<file path="config.mk">
export PLATFORM = sky130hd
export DESIGN_NAME = wb_fabric_mailbox
export DESIGN_NICKNAME = d
export VERILOG_FILES = /design/src/rtl/wb_fabric_mailbox.sv
export SDC_FILE = /design/constraint.sdc
export NUM_CORES = 1
export LEC_CHECK = 0
export CAP_MARGIN = 25
export CORE_MARGIN = 2
export CORE_UTILIZATION = 55
export DETAILED_ROUTE_END_ITERATION = 7
export PLACE_DENSITY = 0.73
export SLEW_MARGIN = 20
export SYNTH_ARGS = -nofsm -noshare
export SYNTH_HDL_FRONTEND = slang
export SYNTH_SLANG_ARGS = --single-unit
</file>
<file path="constraint.sdc">
create_clock -name wb_clk_i -period 5.5 [get_ports wb_clk_i]
set_clock_uncertainty 0.1 [all_clocks]
set_input_delay 0.825 -clock wb_clk_i [delete_from_list [all_inputs] [get_ports wb_clk_i]]
set_output_delay 0.825 -clock wb_clk_i [all_outputs]
set_load 0.03 [all_outputs]
</file>
<file path="src/rtl/wb_fabric_mailbox.sv">
// Wishbone-slave mailbox between the management SoC and the fabric: TX FIFO (WB->fabric),
// RX FIFO (fabric->WB), status and sticky flags. Define MAILBOX_IRQ_EN to build IRQ_EN/IRQ_STAT and user_irq.
module wb_fabric_mailbox #(
    parameter int          DATA_W   = 32,
    parameter int          DEPTH    = 8,
    parameter logic [31:0] BASE_ADR = 32'h3000_0000
) (
    input  logic              wb_clk_i,
    input  logic              wb_rst_ni,
    input  logic              wbs_stb_i,
    input  logic              wbs_cyc_i,
    input  logic              wbs_we_i,
    input  logic [3:0]        wbs_sel_i,
    input  logic [31:0]       wbs_dat_i,
    input  logic [31:0]       wbs_adr_i,
    output logic              wbs_ack_o,
    output logic [31:0]       wbs_dat_o,
    output logic [DATA_W-1:0] fab_tx_data,
    output logic              fab_tx_valid,
    input  logic              fab_tx_ready,
    input  logic [DATA_W-1:0] fab_rx_data,
    input  logic              fab_rx_valid,
    output logic              fab_rx_ready,
    output logic              user_irq
);

    localparam int AW = $clog2(DEPTH);
    localparam int CW = AW + 1;
    localparam logic [CW-1:0] FULL_CNT = CW'(DEPTH);

    localparam logic [2:0] OFF_TXDATA   = 3'd0;
    localparam logic [2:0] OFF_RXDATA   = 3'd1;
    localparam logic [2:0] OFF_STATUS   = 3'd2;
    localparam logic [2:0] OFF_IRQ_EN   = 3'd3;
    localparam logic [2:0] OFF_IRQ_STAT = 3'd4;

    logic              ack_q;
    logic [31:0]       dat_q;
    logic              hit, req;
    logic [2:0]        off;
    logic [31:0]       rdata;

    logic [DATA_W-1:0] tx_mem [DEPTH];
    logic [AW-1:0]     tx_wptr_q, tx_wptr_d, tx_rptr_q, tx_rptr_d;
    logic [CW-1:0]     tx_count_q, tx_count_d;
    logic              tx_empty, tx_full, tx_push_req, tx_push, tx_pop;

    logic [DATA_W-1:0] rx_mem [DEPTH];
    logic [AW-1:0]     rx_wptr_q, rx_wptr_d, rx_rptr_q, rx_rptr_d;
    logic [CW-1:0]     rx_count_q, rx_count_d;
    logic              rx_empty, rx_full, rx_rd, rx_push, rx_pop;
    logic [DATA_W-1:0] rx_head;

    // Bits that only matter in some builds or widths.
    logic unused_inputs;
    assign unused_inputs = ^{wbs_sel_i, wbs_dat_i, wbs_adr_i[1:0]};

    assign off = wbs_adr_i[4:2];
    assign hit = (wbs_adr_i & ~32'h1F) == BASE_ADR;
    assign req = wbs_cyc_i & wbs_stb_i & hit & ~ack_q;

    assign wbs_ack_o = ack_q;
    assign wbs_dat_o = dat_q;

    // Full/empty always come from the registered count, never from same-edge activity.
    assign tx_empty    = tx_count_q == '0;
    assign tx_full     = tx_count_q == FULL_CNT;
    assign tx_push_req = req & wbs_we_i & (off == OFF_TXDATA);
    assign tx_push     = tx_push_req & ~tx_full;
    assign tx_pop      = ~tx_empty & fab_tx_ready;

    assign rx_empty = rx_count_q == '0;
    assign rx_full  = rx_count_q == FULL_CNT;
    assign rx_rd    = req & ~wbs_we_i & (off == OFF_RXDATA);
    assign rx_push  = fab_rx_valid & ~rx_full;
    assign rx_pop   = rx_rd & ~rx_empty;
    assign rx_head  = rx_empty ? '0 : rx_mem[rx_rptr_q];

    assign fab_tx_valid = ~tx_empty;
    assign fab_tx_data  = tx_empty ? '0 : tx_mem[tx_rptr_q];
    assign fab_rx_ready = ~rx_full;

    always_comb begin
        tx_wptr_d  = tx_wptr_q;
        tx_rptr_d  = tx_rptr_q;
        rx_wptr_d  = rx_wptr_q;
        rx_rptr_d  = rx_rptr_q;
        if (tx_push) tx_wptr_d = tx_wptr_q + AW'(1);
        if (tx_pop)  tx_rptr_d = tx_rptr_q + AW'(1);
        if (rx_push) rx_wptr_d = rx_wptr_q + AW'(1);
        if (rx_pop)  rx_rptr_d = rx_rptr_q + AW'(1);
        tx_count_d = tx_count_q + CW'(tx_push) - CW'(tx_pop);
        rx_count_d = rx_count_q + CW'(rx_push) - CW'(rx_pop);
    end

`ifdef MAILBOX_IRQ_EN
    logic [3:0] irq_en_q, irq_en_d, irq_stat_q, irq_stat_d, irq_evt, irq_clr;
    logic       irq_q;
    logic       tx_ovf, tx_drain, rx_udf, reg_wr0;

    assign tx_ovf   = tx_push_req & tx_full;
    assign tx_drain = ~tx_empty & (tx_count_d == '0);
    assign rx_udf   = rx_rd & rx_empty;
    assign reg_wr0  = req & wbs_we_i & wbs_sel_i[0];
    assign irq_evt  = {rx_udf, tx_ovf, tx_drain, rx_push};
    assign irq_clr  = (reg_wr0 && off == OFF_IRQ_STAT) ? wbs_dat_i[3:0] : 4'h0;

    // Set after clear so an event coinciding with its W1C keeps the flag.
    always_comb begin
        irq_en_d   = irq_en_q;
        if (reg_wr0 && off == OFF_IRQ_EN) irq_en_d = wbs_dat_i[3:0];
        irq_stat_d = (irq_stat_q & ~irq_clr) | irq_evt;
    end

    always_ff @(posedge wb_clk_i or negedge wb_rst_ni) begin
        if (!wb_rst_ni) begin
            irq_en_q   <= 4'h0;
            irq_stat_q <= 4'h0;
            irq_q      <= 1'b0;
        end else begin
            irq_en_q   <= irq_en_d;
            irq_stat_q <= irq_stat_d;
            irq_q      <= |(irq_stat_q & irq_en_q);
        end
    end

    assign user_irq = irq_q;
`else
    assign user_irq = 1'b0;
`endif

    always_comb begin
        rdata = '0;
        case (off)
            OFF_RXDATA:   rdata = 32'(rx_head);
            OFF_STATUS:   rdata = {8'h00, 8'(rx_count_q), 8'(tx_count_q),
                                   4'h0, rx_full, rx_empty, tx_full, tx_empty};
`ifdef MAILBOX_IRQ_EN
            OFF_IRQ_EN:   rdata = {28'h0, irq_en_q};
            OFF_IRQ_STAT: rdata = {28'h0, irq_stat_q};
`endif
            default:      rdata = '0;
        endcase
    end

    always_ff @(posedge wb_clk_i or negedge wb_rst_ni) begin
        if (!wb_rst_ni) begin
            ack_q      <= 1'b0;
            dat_q      <= '0;
            tx_wptr_q  <= '0;
            tx_rptr_q  <= '0;
            tx_count_q <= '0;
            rx_wptr_q  <= '0;
            rx_rptr_q  <= '0;
            rx_count_q <= '0;
        end else begin
            ack_q      <= req;
            dat_q      <= (req & ~wbs_we_i) ? rdata : '0;
            tx_wptr_q  <= tx_wptr_d;
            tx_rptr_q  <= tx_rptr_d;
            tx_count_q <= tx_count_d;
            rx_wptr_q  <= rx_wptr_d;
            rx_rptr_q  <= rx_rptr_d;
            rx_count_q <= rx_count_d;
        end
    end

    // Storage needs no reset: content is only visible through the reset-cleared counts.
    always_ff @(posedge wb_clk_i) begin
        if (tx_push) tx_mem[tx_wptr_q] <= wbs_dat_i[DATA_W-1:0];
        if (rx_push) rx_mem[rx_wptr_q] <= fab_rx_data;
    end

endmodule

</file>
; Word-level counts from Yosys, hierarchy flattened
; Memories as Yosys holds them, arrays and structs flattened.
; Index checks and enable logic that the tools add are counted.
; Widths: inputs -> output; s select.
[word_totals]
reg_bits = 53
ram_bits = 512
inputBits = 107
memories = 2
[classes]
n_addsub = 8
eq_ne = 5
muxes = 8
bitwise = 17
n_reduce_logical = 3
[memory_table]
columns = name, words, word_bits, read_ports, rd_clocked_by_memory_dff, wr, line
row1 = rx_mem, 8, 32, 1, 0, 1, 48  ; logic [DATA_W-1:0] rx_mem [DEPTH];
row2 = tx_mem, 8, 32, 1, 0, 1, 43  ; logic [DATA_W-1:0] tx_mem [DEPTH];
[ops]
columns = operator, n
row1 = $mux 32, 3
row2 = $pmux 32 s2, 1
row3 = $eq 27x25->1 const B, 1
row4 = $add 3x1->3 const B, 4
row5 = $and 1x1->1, 11
row6 = $add 4x1->4, 2
row7 = $eq 4x4->1 const B, 2
row8 = $logic_not 4->1, 2
row9 = $sub 4x1->4, 2
row10 = $not 1->1, 6
row11 = $mux 1, 4
row12 = $eq 3x1->1 const B, 1
row13 = $eq 3x2->1 const B, 1
row14 = $logic_not 3->1, 1

; Depth between registers and ports, before layout
; Gate-level depths: netlist of run 1.
[logic_depth]
word_depth = 8
depth_mapped = 13
depth_no_buf = 12

; Least setup slack after synthesis of run 1
; OpenSTA, ideal clock, no wires.
[synth_path]
kind = input -> register
start = input wbs_adr_i[11]
end = memory tx_mem[4][0], enable pin
setup_time_ns = 0.501
arrival_time_ns = 5.190
slack_ns = -0.291
stages = 5
path_cell_list = or4_4 -> nor4_4 -> nand4b_1 -> buf_2 -> nor4_1
[synth_between]
elab_chain_cells = 8
[synth_rtl]
columns = element, line
row1 = start: declaration, 15  ; input logic [31:0] wbs_adr_i,
row2 = $eq 27x25->1, 59  ; assign hit = (wbs_adr_i & ~32'h1F) == BASE_ADR;
row3 = $and 1x1->1 (2 in a row), 60  ; assign req = wbs_cyc_i & wbs_stb_i & hit & ~ack_q;
row4 = $and 1x1->1 (2 in a row), 68  ; assign tx_push_req = req & wbs_we_i & (off == OFF_TXDATA);
row5 = $and 1x1->1, 69  ; assign tx_push = tx_push_req & ~tx_full;
row6 = $mux 1, 170  ; if (tx_push) tx_mem[tx_wptr_q] <= wbs_dat_i[DATA_W-1:0];
row7 = $mux 1 (implied by the code), 170
row8 = end: declaration, 43
; No other way between the ends.

; Worst setup path in the final report of run 1
[layout_path]
start = register tx_rptr_q[0]
end = output fab_tx_data[18]
[layout_between]
elab_chain_cells = 2
[layout_rtl]
columns = element, line
row1 = start: declaration, 44  ; logic [AW-1:0] tx_wptr_q, tx_wptr_d, tx_rptr_q, tx_rptr_d;
row2 = start signal: assignment, 160  ; tx_rptr_q <= tx_rptr_d;
row3 = $mem_v2 8x32, --
row4 = $mux 32, 80  ; assign fab_tx_data = tx_empty ? '0 : tx_mem[tx_rptr_q];
row5 = end: declaration, 18  ; output logic [DATA_W-1:0] fab_tx_data,
; No other way between the ends.

==> flow_metrics.env, run 1 <==
export IMPL_syn_area_sq_um=21660
export IMPL_die_y_microns=202.5
export IMPL_p_leak_nw=8.497
export IMPL_ant_nets=0
export IMPL_yosys_register_bits=565
export IMPL_hold_viol=0
export IMPL_cts_resized=0
export IMPL_track_usage_pct=21.52
export IMPL_row_count=72
export IMPL_first_global_vias=11060
export IMPL_cap_violations=0
export IMPL_clk_path_buf_depth=3
export IMPL_drtPass1Iterations=5
export IMPL_io_pins=175
export IMPL_worstSkewPairLatency_ns=0.61
export IMPL_outcome="finished clean"
export IMPL_fmax_mhz=243.7
export IMPL_start_util_pct=55.93
export IMPL_fin_setup_tns_ns=0
export IMPL_worstSetupStartpointType="flop"
export IMPL_synth_top_cell_by_area="edfxtp_1"
export IMPL_die_area_sq_um=40990
export IMPL_vias=10350
export IMPL_drt_total_wl_microns=42870
export IMPL_yosys_cell_types_count=44
export IMPL_synth_main_ff_cell="edfxtp_1"
export IMPL_yosysMostFrequentCell="edfxtp_1"
export IMPL_clock_sinks=565
export IMPL_worstPathRequired_ns=4.58
export IMPL_syn_area_per_cell_sq_um=21.32
export IMPL_syn_instance_count=1016
export IMPL_vias_per_cell=5.799
export IMPL_setup_viol=0
export IMPL_p_total_mw=11.51
export IMPL_path_max_fanout=42
export IMPL_synthArstFlopShare_pct=9.381
export IMPL_antenna_found_initial=4
export IMPL_reg2reg_slack_ns=1.93
export IMPL_post_dp_hpwl_microns=24120
export IMPL_path_cells="buf_12 > mux4_2 > mux2i_1 > nor2_1 > clkdlybuf4s50_1"
export IMPL_rsz0062_at_grt="false"
export IMPL_wire_per_inst_microns=24.03
export IMPL_route_detailed_drc=0
export IMPL_finalNonFillerCells=1784
export IMPL_grt_max_degree=54
export IMPL_gr_total_overflow=0
export IMPL_critPathKind="flop to primary output"
export IMPL_clkTransAtPathRegs_ns=0.06
export IMPL_syn_to_final_growth_pct=19.59
export IMPL_cp_end_kind="primary output"
export IMPL_grt_pass1_wl_microns=65450
export IMPL_die_w_microns=202.5
export IMPL_h_tree_depth=2
export IMPL_fin_nets=1344
export IMPL_holdWs_ns=0.2739
export IMPL_root_buffer="clkbuf_16"
export IMPL_timing_slew_headroom_pct=45.39
export IMPL_core_area_sq_um=38740
export IMPL_cts_made_buffers=54
export IMPL_syn_nets=1141
export IMPL_post_route_period_util_pct=74.61
export IMPL_max_stage_delay_ns=0.75
export IMPL_synth_top_cells_by_count="512 x edfxtp_1, 120 x mux4_2, 68 x mux2i_1"
export IMPL_synth_top_area_share_pct=70.97
export IMPL_synth_edf_count=512
export IMPL_pwr_density_cell_nw_per_um2=444.2
export IMPL_numPortBuffers=167
export IMPL_peakVddDrop_mv=0.3191
export IMPL_slowest_stage="dfrtp_4"
export IMPL_yosys_warnings=0
export IMPL_cts_tree="yes"
export IMPL_yosys_top_cells_area="edfxtp_1 71%, mux4_2 12%, dfrtp_1 6.1%"
export IMPL_final_cell_area_sq_um=25910
export IMPL_hold_buffers=0
export IMPL_drt_initial_drc_count=715
export IMPL_min_period_ns=4.103
export IMPL_placed_area_sq_um=24120
export IMPL_hp_class="primary input to async pin"
export IMPL_ys_seq_area_share_pct=77.09
export IMPL_maxSlewViolCount=0
export IMPL_dp_cells=1681
export IMPL_post_cts_setup_buffers=0
export IMPL_layout_drive_gt1_share_pct=21.66
export IMPL_place_congestion=0.7314
export IMPL_worst_pin_slew_ns=0.8192
export IMPL_arrival_ns=3.18
export IMPL_fill_cells=2536
[final cells by class]
type,instances,area (sq um),area share (%)
Antenna cell,1,2.502,0.009659
Clock buffer,67,1461,5.641
Clock inverter,35,321.6,1.241
Inverter,17,63.81,0.2463
Multi-Input combinational cell,385,4798,18.52
Sequential cell,565,16720,64.52
Tap cell,518,648.1,2.502
Timing Repair Buffer,196,1897,7.321
[cells in the final DEF, fill, tap and decap left out, drive strengths merged, types with 2 or more instances in the layout]
master / netlist / routed
mux2i: 68 / 68
or4b: 2 / 2
mux4: 120 / 120
buf: 28 / 30
and2: 3 / 3
mux2: 8 / 8
nor2: 64 / 64
clkdlybuf4s50: 0 / 166
a32oi: 4 / 4
nand2b: 3 / 3
xnor2: 9 / 9
clkbuf: 21 / 67
nand3: 5 / 5
dfrtp: 53 / 53
or4: 2 / 2
nor2b: 2 / 2
nand2: 15 / 15
nand4b: 2 / 2
nor4b: 3 / 3
a21oi: 11 / 11
edfxtp: 512 / 512
bufinv: 0 / 5
and4: 2 / 2
clkinv: 0 / 29
nor3: 6 / 6
a21o: 2 / 2
xor2: 3 / 3
o211ai: 8 / 8
nor4: 8 / 8
or3b: 2 / 2
ha: 16 / 16
a22oi: 8 / 8
fa: 2 / 2
inv: 17 / 18
nand4: 2 / 2
[through the flow]
stage / util [%] / setup slack [ns]
finish: 66.88 / 1.397
global route: 66.88 / 1.160
CTS: 66.88 / 1.289
detailed placement: 62.27 / 0.9236
global placement: 62.27 / 1.052
floorplan: - / -0.2911
[power breakdown]
group / switching [mW] / leakage (nW) / internal [mW]
clock network: 1.56 / 0.894 / 2.13
logic: 1.37 / 2.28 / 1.17
registers: 0.235 / 5.32 / 5.04
[cell families (layout without fill, tap and decap cells)]
kind of cell             after synthesis  count (layout)  synth area share, %
flip-flops                           565             565                77.09
adder cells (fa/ha/maj)               18              18                1.109
buffers and inverters                 66             315                1.247
AO/OA/AOI/OAI                         33              33                1.040
AND/OR/NAND/NOR                      125             125                2.980
multiplexers                         196             196                16.03
other                                  1               2              0.01731
XOR/XNOR                              12              12               0.4852
[routing by layer]
metal	GRT usage, %	vias to the layer above	routed length [microns]
met4	6.804	6	1015
met3	4.125	76	2604
li1	-	4544	-
met5	0	-	40
met1	27.83	5424	16990
met2	37.30	296	22220
[final timing paths]
check | startpoint | depth (start not counted) | to
worst max-delay path | tx_rptr_q[0]$_DFFE_PN0P_ | 5 | fab_tx_data[18]
worst min-delay path | wb_rst_ni | 2 | wbs_dat_o[27]$_DFF_PN0_
worst max register to register | rx_count_q[2]$_DFF_PN0_ | 13 | rx_count_q[2]$_DFF_PN0_
worst min register to register | rx_wptr_q[0]$_DFFE_PN0P_ | 2 | rx_wptr_q[0]$_DFFE_PN0P_
max in group asynchronous | wb_rst_ni | 2 | rx_rptr_q[0]$_DFFE_PN0P_
min in group wb_clk_i | rx_wptr_q[0]$_DFFE_PN0P_ | 2 | rx_wptr_q[0]$_DFFE_PN0P_
[worst max-delay path, delay by kind of cell, from the launching register on]
family / cells / cell delay [ns]
buffers and inverters: 2 / 0.99
flip-flops: 1 / 0.75
multiplexers: 2 / 0.74
AND/OR/NAND/NOR: 1 / 0.06
[flip-flops by register name (all words and copies together) (netlist names)]
| signal | cells |
|---|---|
| tx_mem | 256 |
| rx_rptr_q | 3 |
| tx_rptr_q | 3 |
| rx_mem | 256 |
| wbs_dat_o | 32 |
| wbs_ack_o | 1 |
| rx_wptr_q | 3 |
| tx_wptr_q | 3 |
| tx_count_q | 4 |
| rx_count_q | 4 |
Power figures use the tool's default switching activity.
==> run 2: changes to the inputs <==
- clock period: 5.5 -> 4.13 ns (I/O delays scaled with it)
==> flow_metrics.env, run 2 (same netlist as run 1, synthesis figures left out) <==
export IMPL_outcome="finished clean"
export IMPL_worst_pin_slew_ns=0.8629
export IMPL_peakVddDrop_mv=0.4189
export IMPL_die_w_microns=202.5
export IMPL_reg2reg_slack_ns=1.07
export IMPL_fill_cells=2481
export IMPL_p_total_mw=15.34
export IMPL_holdWs_ns=0.006303
export IMPL_drt_initial_drc_count=706
export IMPL_grt_pass1_wl_microns=64750
export IMPL_timing_final_ws_setup_ns=0.3434
export IMPL_hold_viol=0
export IMPL_cts_resized=0
export IMPL_root_buffer="clkbuf_16"
export IMPL_grtUsageMet1_pct=28.16
export IMPL_worstPathRequired_ns=3.41
export IMPL_io_pins=175
export IMPL_start_util_pct=55.93
export IMPL_ant_nets=0
export IMPL_fin_setup_tns_ns=0
export IMPL_antenna_found_initial=5
export IMPL_hp_class="primary input to async pin"
export IMPL_grtUsageMet3_pct=3.965
export IMPL_combPwrFrac_pct=22.8
export IMPL_cp_end_kind="primary output"
export IMPL_final_common_cell="edfxtp_1"
export IMPL_timing_slew_headroom_pct=42.47
export IMPL_internal_power_mw=11.16
export IMPL_hold_buffers=0
export IMPL_track_usage_pct=21.27
export IMPL_post_cts_setup_buffers=0
export IMPL_multiInputGateArea_sq_um=4822
export IMPL_die_y_microns=202.5
export IMPL_dp_slack_ns=0.5460
export IMPL_post_route_period_util_pct=91.68
export IMPL_vias=10300
export IMPL_gr_total_overflow=0
export IMPL_power_switching_share_pct=27.21
export IMPL_first_global_vias=10910
export IMPL_setup_viol=0
export IMPL_drtPass1Iterations=5
export IMPL_reg2reg_to="tx_count_q[1]$_DFF_PN0_"
export IMPL_clock_sinks=565
export IMPL_seqCellArea_sq_um=16720
export IMPL_crit_end="fab_tx_data[31]"
export IMPL_route_detailed_drc=0
export IMPL_worstSkewPairLatency_ns=0.60
export IMPL_die_area_sq_um=40990
export IMPL_syn_to_final_growth_pct=20.39
export IMPL_use_met2_pct=35.98
export IMPL_min_period_ns=3.787
export IMPL_cts_made_buffers=54
export IMPL_drt_total_wl_microns=42390
export IMPL_path_max_fanout=17
export IMPL_grt_max_degree=52
export IMPL_cp_startpoint="tx_rptr_q[0]$_DFFE_PN0P_"
export IMPL_r2r_start="tx_count_q[1]$_DFF_PN0_"
export IMPL_h_tree_depth=2
export IMPL_p_sw_mw=4.174
export IMPL_critPathKind="flop to primary output"
export IMPL_place_congestion=0.7184
export IMPL_fmax_mhz=264.1
export IMPL_numPortBuffers=167
export IMPL_clk_path_buf_depth=3
export IMPL_row_count=72
export IMPL_cts_tree="yes"
export IMPL_worstSetupStartpointType="flop"
export IMPL_layout_drive_gt1_share_pct=21.43
export IMPL_vias_per_cell=5.752
export IMPL_arrival_ns=3.07
export IMPL_p_leak_nw=8.525
export IMPL_cap_violations=0
export IMPL_fin_nets=1349
export IMPL_pwr_share_seq_pct=45.3
export IMPL_maxSlewViolCount=0
export IMPL_post_dp_hpwl_microns=23790
export IMPL_gr_max_usage_layer="met2"
export IMPL_clockPowerShare_pct=31.8
export IMPL_rr_worst_depth=11
export IMPL_rsz0062_at_grt="false"
export IMPL_pwr_density_cell_nw_per_um2=588.0
export IMPL_wire_per_inst_microns=23.68
export IMPL_core_area_sq_um=38740
export IMPL_final_cell_mix="512 x edfxtp_1, 166 x clkdlybuf4s50_1, 120 x mux4_2, 68 x mux2i_1, 58 x nor2_1"
export IMPL_clkTransAtPathRegs_ns=0.06
export IMPL_final_core_util_pct=67.33
run 2: metal layers:
metal / share of wire, % / up-vias
met5: 0.066 / -
met4: 2.8 / 4
met3: 6.0 / 76
met2: 51 / 298
met1: 41 / 5362
li1: - / 4556
run 2: stage by stage:
stage,cells,instance area [sq um]
after floorplan,1016,21680
after global placement,1686,24300
after detailed placement,1686,24300
after CTS,1787,26080
after global routing,1789,26080
final,1790,26080
run 2: critical path, stage by stage, from the launching register on:
cell             delay [ns]
dfrtp_4                0.64
buf_4                  0.41
mux4_2                 0.56
mux2i_1                0.18
nor2_1                 0.07
clkdlybuf4s50_1        0.61
run 2: area by class of cell:
type | count | share of cell area [%]
sequential | 565 | 64.09
multi-input combinational | 385 | 18.49
timing repair buffer | 201 | 7.848
clock buffer | 76 | 5.766
tap | 518 | 2.485
clock inverter | 25 | 1.051
inverter | 17 | 0.2447
antenna | 3 | 0.02878
run 2: how the worst min path moves through the flow:
| stage | end | slack, ns |
|---|---|---|
| after floorplan | rx_count_q[0]$_DFF_PN0_ | 0.22 |
| after global placement | rx_wptr_q[0]$_DFFE_PN0P_ | 0.41 |
| after detailed placement | tx_count_q[0]$_DFF_PN0_ | 0.43 |
| after CTS | wbs_dat_o[29]$_DFF_PN0_ | 0.01 |
| after global routing | wbs_dat_o[29]$_DFF_PN0_ | 0.07 |
| final | wbs_dat_o[29]$_DFF_PN0_ | 0.006 |
run 2: power groups by stage:
stage / combinational, mW / sequential (mW) / clock [mW]
after floorplan: 2.35 / 6.95 / 0
after global placement: 3.50 / 7.04 / 0
after detailed placement: 3.55 / 7.07 / 0
after CTS: 3.56 / 6.96 / 4.98
after global routing: 3.75 / 7.00 / 5.19
final: 3.50 / 6.95 / 4.88
==> run 3: changes to the inputs <==
- PLACE_DENSITY: 0.73 -> 0.76
==> flow_metrics.env, run 3 (same netlist as run 1, synthesis figures left out) <==
export IMPL_outcome="finished clean"
export IMPL_root_buffer="clkbuf_16"
export IMPL_rr_worst_depth=13
export IMPL_start_util_pct=55.93
export IMPL_clock_sinks=565
export IMPL_max_stage_delay_ns=0.73
export IMPL_worstSetupStartpointType="flop"
export IMPL_peakVddDrop_mv=0.5320
export IMPL_finalNonFillerCells=1792
export IMPL_cp_end_kind="primary output"
export IMPL_maxSlewViolCount=0
export IMPL_slowest_stage="dfrtp_4"
export IMPL_final_cell_mix="512 x edfxtp_1, 166 x clkdlybuf4s50_1, 120 x mux4_2, 68 x mux2i_1, 58 x nor2_1"
export IMPL_final_core_util_pct=67.69
export IMPL_post_dp_hpwl_microns=24260
export IMPL_timing_slew_headroom_pct=41.76
export IMPL_antenna_found_initial=5
export IMPL_worstSkewPairLatency_ns=0.61
export IMPL_row_count=72
export IMPL_vias_per_cell=5.844
export IMPL_arrival_ns=3.07
export IMPL_grt_max_degree=55
export IMPL_post_route_period_util_pct=91.73
export IMPL_combPwrFrac_pct=22.2
export IMPL_cap_violations=0
export IMPL_clockPowerShare_pct=33.1
export IMPL_critPathKind="flop to primary output"
export IMPL_p_leak_nw=8.584
export IMPL_io_pins=175
export IMPL_path_buf_inv=2
export IMPL_syn_to_final_growth_pct=21.03
export IMPL_die_y_microns=202.5
export IMPL_fin_nets=1352
export IMPL_critical_path_top_delay_family="buffers and inverters"
export IMPL_h_tree_depth=2
export IMPL_layout_drive_gt1_share_pct=21.56
export IMPL_hp_class="primary input to async pin"
export IMPL_timing_final_ws_setup_ns=0.3415
export IMPL_path_cells="buf_12 > mux4_2 > mux2i_1 > nor2_1 > clkdlybuf4s50_1"
export IMPL_cts_resized=0
export IMPL_die_area_sq_um=40990
export IMPL_numPortBuffers=167
export IMPL_worstPathRequired_ns=3.41
export IMPL_cts_made_buffers=54
export IMPL_drt_initial_drc_count=909
export IMPL_first_global_vias=11110
export IMPL_setup_viol=0
export IMPL_power_switching_share_pct=27.24
export IMPL_vias=10470
export IMPL_drtPass1Iterations=5
export IMPL_internal_power_mw=11.42
export IMPL_dp_slack_ns=0.4398
export IMPL_route_detailed_drc=0
export IMPL_holdWs_ns=0.3821
export IMPL_clk_path_buf_depth=3
export IMPL_core_area_sq_um=38740
export IMPL_pwr_density_cell_nw_per_um2=598.9
export IMPL_wire_per_inst_microns=24.29
export IMPL_r2r_start="rx_count_q[2]$_DFF_PN0_"
export IMPL_ant_nets=0
export IMPL_rsz0062_at_grt="false"
export IMPL_path_depth=5
export IMPL_drt_total_wl_microns=43520
export IMPL_place_congestion=0.7249
export IMPL_die_w_microns=202.5
export IMPL_min_period_ns=3.788
export IMPL_worst_pin_slew_ns=0.8736
export IMPL_pwr_share_seq_pct=44.6
export IMPL_p_sw_mw=4.278
export IMPL_dp_cells=1688
export IMPL_post_cts_setup_buffers=0
export IMPL_clkTransAtPathRegs_ns=0.06
export IMPL_cts_tree="yes"
export IMPL_hold_viol=0
export IMPL_cp_startpoint="tx_rptr_q[0]$_DFFE_PN0P_"
export IMPL_gr_total_overflow=0
export IMPL_fmax_mhz=264.0
export IMPL_grt_pass1_wl_microns=66730
export IMPL_path_max_fanout=24
export IMPL_final_common_cell="edfxtp_1"
export IMPL_track_usage_pct=21.88
run 3: layer usage:
layer  global-route usage (%)  routed length [microns]  share of wire (%)  vias up
met5                        0                       22              0.051        -
met4                    6.309                      957                2.2        4
met3                    4.254                     3015                6.9       75
met2                    37.23                    22410                 52      410
met1                    29.19                    17110                 39     5427
li1                         -                        -                  -     4556
run 3: final cells by class:
| cell class | count | area, sq um |
|---|---|---|
| Fill cell | 2393 | 12520 |
| Antenna cell | 3 | 7.507 |
| Sequential cell | 565 | 16720 |
| Clock buffer | 61 | 1378 |
| Timing Repair Buffer | 204 | 2072 |
| Multi-Input combinational cell | 385 | 4822 |
| Tap cell | 518 | 648.1 |
| Inverter | 17 | 63.81 |
| Clock inverter | 39 | 513.0 |
run 3: power by group through the flow:
stage | registers [mW] | logic, mW | clock network [mW]
after floorplan | 6.95 | 2.35 | 0
after global placement | 7.10 | 3.46 | 0
after detailed placement | 7.12 | 3.53 | 0
after CTS | 7.01 | 3.54 | 5.27
after global routing | 7.05 | 3.75 | 5.52
final | 7.01 | 3.49 | 5.21
run 3: worst paths after layout:
kind                       slack (ns)                        to
setup reg to reg                 1.10   rx_count_q[2]$_DFF_PN0_
min in group wb_clk_i            0.44  rx_wptr_q[0]$_DFFE_PN0P_
hold / removal                   0.38   wbs_dat_o[24]$_DFF_PN0_
setup / recovery                 0.34            fab_tx_data[9]
hold reg to reg                  0.44  rx_wptr_q[0]$_DFFE_PN0P_
max in group asynchronous        2.57  rx_rptr_q[0]$_DFFE_PN0P_
run 3: repair_timing:
item / CTS / global route
setup endpoints to repair: 0 / 0
hold endpoints to repair: 14 / 0
hold buffers: 1 / 0
run 3: per-stage QoR:
stage,total power [mW],instance area [sq um],setup TNS [ns]
6_report,15.70,26220,0
5_1_grt,16.31,26220,0
4_1_cts,15.83,26210,0
3_5_place_dp,10.65,24310,0
3_3_place_gp,10.56,24310,0
2_1_floorplan,9.291,21680,-95.18
run 3: worst reg2reg max path: cells and delay by family (launching register included):
| kind | cells | cell delay [ns] |
|---|---|---|
| XOR/XNOR | 1 | 0.13 |
| buffers and inverters | 5 | 0.47 |
| adder cells (fa/ha/maj) | 4 | 1.04 |
| flip-flops | 1 | 0.39 |
| AND/OR/NAND/NOR | 3 | 0.79 |
